### src/rtl/frame_field_sequencer.sv
//==============================================================================
// Module      : frame_field_sequencer
// Description : Steps through the fields of a CAN-style frame one bit time at
//               a time. It accepts a transmit request, captures the frame
//               shape (remote flag and data length), and reports the current
//               field, the bit position within it, and field/frame completion.
// Revision    : 1.0 - initial release
//==============================================================================
`default_nettype none

module frame_field_sequencer (
    input  logic       clock,
    input  logic       reset,
    input  logic       enable,
    input  logic       sample_point,
    input  logic       Tx_request,
    input  logic       remote_req,
    input  logic [3:0] dlc,
    input  logic       abort,
    output logic       tx_ack,
    output logic [3:0] field,
    output logic [6:0] bit_index,
    output logic       field_done,
    output logic       frame_done,
    output logic       busy,
    output logic       rtr_value,
    output logic [6:0] data_bits
);

    typedef enum logic [3:0] {
        c_IDLE    = 4'd0,
        c_SOF     = 4'd1,
        c_ID      = 4'd2,
        c_RTR     = 4'd3,
        c_CTRL    = 4'd4,
        c_DATA    = 4'd5,
        c_CRC     = 4'd6,
        c_CRC_DEL = 4'd7,
        c_ACK     = 4'd8,
        c_EOF     = 4'd9,
        c_IFS     = 4'd10
    } field_t;

    localparam logic [3:0] c_LAST_CODE = 4'd10;

    field_t     r_field;
    logic [6:0] r_bit_index;
    logic       r_tx_ack;
    logic       r_field_done;
    logic       r_frame_done;
    logic       r_rtr_value;
    logic [6:0] r_data_bits;

    logic [6:0] w_len;
    logic [6:0] w_req_data_bits;
    logic       w_field_valid;
    logic       w_last_bit;
    field_t     w_next_field;

    // Length in bits of the field currently being sent.
    always_comb begin
        w_len = 7'd1;
        case (r_field)
            c_SOF:     w_len = 7'd1;
            c_ID:      w_len = 7'd11;
            c_RTR:     w_len = 7'd1;
            c_CTRL:    w_len = 7'd6;
            c_DATA:    w_len = r_data_bits;
            c_CRC:     w_len = 7'd15;
            c_CRC_DEL: w_len = 7'd1;
            c_ACK:     w_len = 7'd2;
            c_EOF:     w_len = 7'd7;
            c_IFS:     w_len = 7'd3;
            default:   w_len = 7'd1;
        endcase
    end

    // Field that follows the current one; DATA is skipped for empty payloads.
    always_comb begin
        w_next_field = c_IDLE;
        case (r_field)
            c_SOF:     w_next_field = c_ID;
            c_ID:      w_next_field = c_RTR;
            c_RTR:     w_next_field = c_CTRL;
            c_CTRL:    w_next_field = (r_data_bits == 7'd0) ? c_CRC : c_DATA;
            c_DATA:    w_next_field = c_CRC;
            c_CRC:     w_next_field = c_CRC_DEL;
            c_CRC_DEL: w_next_field = c_ACK;
            c_ACK:     w_next_field = c_EOF;
            c_EOF:     w_next_field = c_IFS;
            default:   w_next_field = c_IDLE;
        endcase
    end

    // Payload length: remote frames carry none, otherwise 8 bits per byte, max 8 bytes.
    assign w_req_data_bits = remote_req ? 7'd0 :
                             (dlc[3] ? 7'd64 : {1'b0, dlc[2:0], 3'b000});

    assign w_field_valid = (r_field <= c_LAST_CODE);
    assign w_last_bit    = (r_bit_index >= (w_len - 7'd1));

    // Sequencer state: abort/illegal-code recovery first, then qualified bit steps.
    always_ff @(posedge clock or posedge reset) begin
        if (reset) begin
            r_field      <= c_IDLE;
            r_bit_index  <= 7'd0;
            r_tx_ack     <= 1'b0;
            r_field_done <= 1'b0;
            r_frame_done <= 1'b0;
            r_rtr_value  <= 1'b0;
            r_data_bits  <= 7'd0;
        end else begin
            r_tx_ack     <= 1'b0;
            r_field_done <= 1'b0;
            r_frame_done <= 1'b0;
            if (abort || !w_field_valid) begin
                r_field     <= c_IDLE;
                r_bit_index <= 7'd0;
            end else if (enable && sample_point) begin
                if (r_field == c_IDLE) begin
                    if (Tx_request) begin
                        r_field     <= c_SOF;
                        r_bit_index <= 7'd0;
                        r_rtr_value <= remote_req;
                        r_data_bits <= w_req_data_bits;
                        r_tx_ack    <= 1'b1;
                    end
                end else if (!w_last_bit) begin
                    r_bit_index <= r_bit_index + 7'd1;
                end else begin
                    r_field      <= w_next_field;
                    r_bit_index  <= 7'd0;
                    r_field_done <= 1'b1;
                    r_frame_done <= (r_field == c_IFS);
                end
            end
        end
    end

    assign field      = r_field;
    assign bit_index  = r_bit_index;
    assign tx_ack     = r_tx_ack;
    assign field_done = r_field_done;
    assign frame_done = r_frame_done;
    assign busy       = (r_field != c_IDLE);
    assign rtr_value  = r_rtr_value;
    assign data_bits  = r_data_bits;

endmodule

`default_nettype wire

### config.mk
export PLATFORM = sky130hd
export DESIGN_NAME = frame_field_sequencer
export DESIGN_NICKNAME = d
export VERILOG_FILES = /design/src/rtl/frame_field_sequencer.sv
export SDC_FILE = /design/constraint.sdc
export NUM_CORES = 1
export LEC_CHECK = 0
export ABC_AREA = 1
export CAP_MARGIN = 10
export CORE_UTILIZATION = 47
export CTS_BUF_LIST = sky130_fd_sc_hd__clkbuf_4 sky130_fd_sc_hd__clkbuf_8
export DETAILED_ROUTE_END_ITERATION = 12
export HOLD_SLACK_MARGIN = 0.08
export PLACE_DENSITY = 0.79
export REMOVE_ABC_BUFFERS = 1
export SYNTH_ARGS = -nofsm -noshare
export SYNTH_HDL_FRONTEND = slang
export SYNTH_SLANG_ARGS = --single-unit
### constraint.sdc
create_clock -name clock -period 2.7 [get_ports clock]
set_input_delay 0.405 -clock clock [delete_from_list [all_inputs] [get_ports clock]]
set_output_delay 0.405 -clock clock [all_outputs]
set_load 0.05 [all_outputs]
==> results <==
## registers in the layout, indices dropped and copies added (netlist names)
| name | flops |
|---|---|
| tx_ack | 1 |
| field_done | 1 |
| field | 4 |
| frame_done | 1 |
| bit_index | 7 |
| rtr_value | 1 |
| data_bits | 4 |
## layout make-up
class	instances	area, µm²
multi-input combinational	152	886
sequential	19	477
timing repair buffer	39	368
clock buffer	4	30.0
tap	44	55.1
fill	265	1080
inverter	35	134
## routing by layer
layer / vias up / global-route usage
met2: 57 / 0.333
met4: 0 / 0.0986
li1: 741 / -
met1: 680 / 0.295
met3: 9 / 0.0246
met5: - / 0
## kinds of logic after synthesis
logic type                 after synthesis  synth area share
DFF                                     19             0.321
adders and majority gates                9            0.0760
buffers and inverters                   40             0.121
and+or+nand+nor                        119             0.393
AOI/OAI and AO/OA                       18            0.0692
xor gates and xnor gates                 3            0.0177
other                                    1           0.00253
## path summary, 6_finish.rpt
path                           start            to  slack [ps]  cells after the start
setup / recovery            field[2]  bit_index[4]         130                     15
hold / removal                 reset  data_bits[3]         520                      2
setup reg to reg            field[2]  bit_index[4]         130                     15
hold reg to reg            rtr_value     rtr_value         530                      2
max in group asynchronous      reset      field[1]        1670                      2
min in group clock         rtr_value     rtr_value         530                      2
## layout by cell type (no fill, tap or decap), types with 2 or more instances in the layout
| cell | n |
|---|---|
| sky130_fd_sc_hd__o21ai_0 | 7 |
| sky130_fd_sc_hd__dfrtp_1 | 18 |
| sky130_fd_sc_hd__nand2_4 | 5 |
| sky130_fd_sc_hd__clkbuf_4 | 4 |
| sky130_fd_sc_hd__nand4_1 | 7 |
| sky130_fd_sc_hd__nor3_1 | 4 |
| sky130_fd_sc_hd__xor2_1 | 2 |
| sky130_fd_sc_hd__buf_4 | 9 |
| sky130_fd_sc_hd__nand3_1 | 12 |
| sky130_fd_sc_hd__nand4_2 | 2 |
| sky130_fd_sc_hd__nand2_1 | 52 |
| sky130_fd_sc_hd__nor2_4 | 3 |
| sky130_fd_sc_hd__nor2_1 | 19 |
| sky130_fd_sc_hd__nor2_2 | 5 |
| sky130_fd_sc_hd__a21oi_1 | 5 |
| sky130_fd_sc_hd__inv_2 | 5 |
| sky130_fd_sc_hd__nand2_2 | 6 |
| sky130_fd_sc_hd__conb_1 | 3 |
| sky130_fd_sc_hd__clkdlybuf4s50_1 | 30 |
| sky130_fd_sc_hd__nand3_2 | 2 |
| sky130_fd_sc_hd__inv_1 | 29 |
| sky130_fd_sc_hd__ha_1 | 8 |
## per-stage QoR
stage	total power (W)	TNS (ps)	hold WS (ps)	util
CTS	0.000976	0	533	0.626
global placement	0.000812	0	492	0.610
finish	0.000989	0	519	0.644
detailed placement	0.000812	-8.35	502	0.610
global route	0.00105	-377	583	0.644
floorplan	0.000660	-1690	356	-
## worst max-delay path, stage by stage, from the launching register on
cell and delay (ps):
sky130_fd_sc_hd__dfrtp_1 450, sky130_fd_sc_hd__inv_2 70, sky130_fd_sc_hd__nand2_2 110, sky130_fd_sc_hd__inv_2 60
sky130_fd_sc_hd__a211oi_2 190, sky130_fd_sc_hd__ha_2 250, sky130_fd_sc_hd__nand3_1 100, sky130_fd_sc_hd__xor2_1 150
sky130_fd_sc_hd__ha_1 330, sky130_fd_sc_hd__nand2_1 80, sky130_fd_sc_hd__nand2_1 60, sky130_fd_sc_hd__a21oi_2 180
sky130_fd_sc_hd__nand4_2 140, sky130_fd_sc_hd__nand2_4 150, sky130_fd_sc_hd__inv_2 70, sky130_fd_sc_hd__nor2_1 100
## what timing repair did
action	4_1_cts	5_1_grt
pin swaps	0	7
endpoints found under the setup margin	2	13
resized for setup	1	14
setup buffers	2	1
cloned	0	0
## synth_stat cells
cell,instances
sky130_fd_sc_hd__nand2_1,56
sky130_fd_sc_hd__inv_1,30
sky130_fd_sc_hd__nor2_1,21
sky130_fd_sc_hd__dfrtp_1,19
sky130_fd_sc_hd__nand3_1,13
sky130_fd_sc_hd__ha_1,9
sky130_fd_sc_hd__nand4_1,7
sky130_fd_sc_hd__o21ai_0,7
sky130_fd_sc_hd__a21oi_1,6
sky130_fd_sc_hd__inv_2,4
sky130_fd_sc_hd__nand2_4,4
sky130_fd_sc_hd__nor3_1,4
sky130_fd_sc_hd__buf_4,3
sky130_fd_sc_hd__nand2_2,3
sky130_fd_sc_hd__nor2_2,3
sky130_fd_sc_hd__nor2_4,3
sky130_fd_sc_hd__buf_6,2
sky130_fd_sc_hd__nand4_2,2
sky130_fd_sc_hd__o22ai_1,2
sky130_fd_sc_hd__xor2_1,2
sky130_fd_sc_hd__a211oi_1,1
sky130_fd_sc_hd__a21oi_2,1
sky130_fd_sc_hd__conb_1,1
sky130_fd_sc_hd__inv_4,1
sky130_fd_sc_hd__nand3_2,1
sky130_fd_sc_hd__nand3b_1,1
sky130_fd_sc_hd__nor4_1,1
sky130_fd_sc_hd__o21ai_2,1
sky130_fd_sc_hd__xnor2_1,1
## report_power, final
| part | switching [W] | internal (W) | total [W] |
|---|---|---|---|
| clock | 0.0000922 | 0.0000677 | 0.000160 |
| combinational | 0.000329 | 0.000150 | 0.000480 |
| sequential | 0.0000309 | 0.000319 | 0.000350 |
| total | 0.000453 | 0.000537 | 0.000989 |
==> impl_metrics.prom <==
# TYPE chip_impl_metric gauge
chip_impl_info{name="outcome",value="complete, but fails checks"} 1
chip_impl_info{name="violated_checks",value="DRC"} 1
chip_impl_info{name="synth_largest_area_cell",value="sky130_fd_sc_hd__dfrtp_1"} 1
chip_impl_metric{name="cts_inserted_buffers",unit=""} 3
chip_impl_metric{name="overflow",unit=""} 0
chip_impl_metric{name="die_area",unit="mm²"} 0.00338
chip_impl_metric{name="antenna_left",unit=""} 0
chip_impl_metric{name="met3WireLength",unit="µm"} 188
chip_impl_metric{name="clock_skew",unit="ps"} 9.58
chip_impl_metric{name="post_synth.cell_area_avg",unit="µm²"} 7.09
chip_impl_metric{name="cap_viol_max_count",unit=""} 0
chip_impl_metric{name="mapped_area",unit="mm²"} 0.00148
chip_impl_metric{name="coreArea",unit="mm²"} 0.00303
chip_impl_metric{name="die-width",unit="µm"} 58.2
chip_impl_metric{name="clkSlewWorstSetupHoldPaths",unit="ps"} 120
chip_impl_metric{name="antennaDiodeCount",unit=""} 0
chip_impl_metric{name="cts_num_sinks",unit=""} 19
chip_impl_metric{name="row_count",unit=""} 20
chip_impl_metric{name="worst-path-max-fanout",unit=""} 7
chip_impl_info{name="cts_root_buffer",value="sky130_fd_sc_hd__clkbuf_4"} 1
chip_impl_metric{name="synthesis.yosys.warnings",unit=""} 0
chip_impl_metric{name="setup_viol_count_final",unit=""} 0
chip_impl_metric{name="fin_crit",unit="ps"} 2570
chip_impl_metric{name="fin_area",unit="mm²"} 0.00195
chip_impl_metric{name="max_slew.worst_pin.slew",unit="ps"} 744
chip_impl_metric{name="cellPowerDensity",unit="mW/mm²"} 507
chip_impl_info{name="launching_element_type_of_the_critical_path",value="register"} 1
chip_impl_metric{name="drive_gt1_frac",unit=""} 0.197
chip_impl_metric{name="antenna_found_initial",unit=""} 0
chip_impl_metric{name="io_pins",unit=""} 34
chip_impl_info{name="timing.hold.worst.class",value="in2async"} 1
chip_impl_info{name="crit_path_end_kind",value="register"} 1
chip_impl_metric{name="total_iterations_of_the_first_detailed_routing_run",unit=""} 8
chip_impl_metric{name="met1Wirelength",unit="µm"} 1580
chip_impl_metric{name="place.gp.congestion",unit=""} 0.881
chip_impl_metric{name="dp_worst_setup_slack",unit="ps"} -8.35
chip_impl_info{name="netlist_top_cells_area",value="sky130_fd_sc_hd__dfrtp_1, sky130_fd_sc_hd__nand2_1, sky130_fd_sc_hd__ha_1"} 1
chip_impl_metric{name="synth.distinct_cells",unit=""} 29
chip_impl_info{name="top_layer",value="met4"} 1
chip_impl_metric{name="synth-seq-area-share",unit=""} 0.321
chip_impl_metric{name="die_height",unit="µm"} 58.2
chip_impl_metric{name="finish.net_count",unit=""} 270
chip_impl_metric{name="power.leakage",unit="nW"} 0.999
chip_impl_metric{name="slew_viol_final",unit=""} 0
chip_impl_metric{name="total_length_of_routed_met2_wires",unit="µm"} 1610
chip_impl_metric{name="place.port_buffers",unit=""} 30
chip_impl_metric{name="hold_viol_final",unit=""} 0
chip_impl_metric{name="worst-endpoint-arrival",unit="ps"} 2800
chip_impl_metric{name="synth-seq-cells",unit=""} 19
chip_impl_metric{name="yosysTopAreaCellShare",unit=""} 0.321
chip_impl_info{name="path_class",value="reg2reg"} 1
chip_impl_metric{name="hpwlAfterDp",unit="µm"} 2490
chip_impl_metric{name="cp_data_required_time",unit="ps"} 2940
chip_impl_metric{name="viasPerCell",unit=""} 5.08
chip_impl_metric{name="netlist_instances",unit=""} 209
chip_impl_metric{name="placedCellCount",unit=""} 286
chip_impl_metric{name="place_area",unit="mm²"} 0.00185
chip_impl_metric{name="finalNonFillerCells",unit=""} 293
chip_impl_metric{name="post-route-period-util",unit=""} 0.950
chip_impl_metric{name="iteration_0_drc_markers",unit=""} 48
chip_impl_info{name="tritoncts",value="built"} 1
chip_impl_metric{name="start_util",unit=""} 0.490
chip_impl_metric{name="timing.max_slew.rel_slack",unit=""} 0.503
chip_impl_metric{name="num_vias",unit=""} 1487
chip_impl_metric{name="finalWorstSetupSlack",unit="ps"} 134
chip_impl_metric{name="routed_wl",unit="µm"} 3460
chip_impl_metric{name="fmax",unit="MHz"} 390
chip_impl_metric{name="post-route-drc-count",unit=""} 2
chip_impl_metric{name="clk_latency",unit="ps"} 310
chip_impl_metric{name="post_cts_hold_buffer_count",unit=""} 0
chip_impl_metric{name="relative_area_change_from_synthesis_to_final_layout",unit="%"} 31.5
chip_impl_metric{name="grt_pass1_vias",unit=""} 1291
chip_impl_metric{name="global_route.usage.total",unit=""} 0.213
chip_impl_metric{name="count_of_h_tree_levels_built_during_cts",unit=""} 1
chip_impl_metric{name="routedWlPerCell",unit="µm"} 11.8
chip_impl_metric{name="clock_tree.buffer_depth",unit=""} 2
chip_impl_metric{name="ir_drop",unit="mV"} 0.472
chip_impl_metric{name="grt_start_max_net_pins",unit=""} 20
chip_impl_metric{name="grt_first_pass_wirelength",unit="µm"} 5540
(Power assumes the default switching activity.)
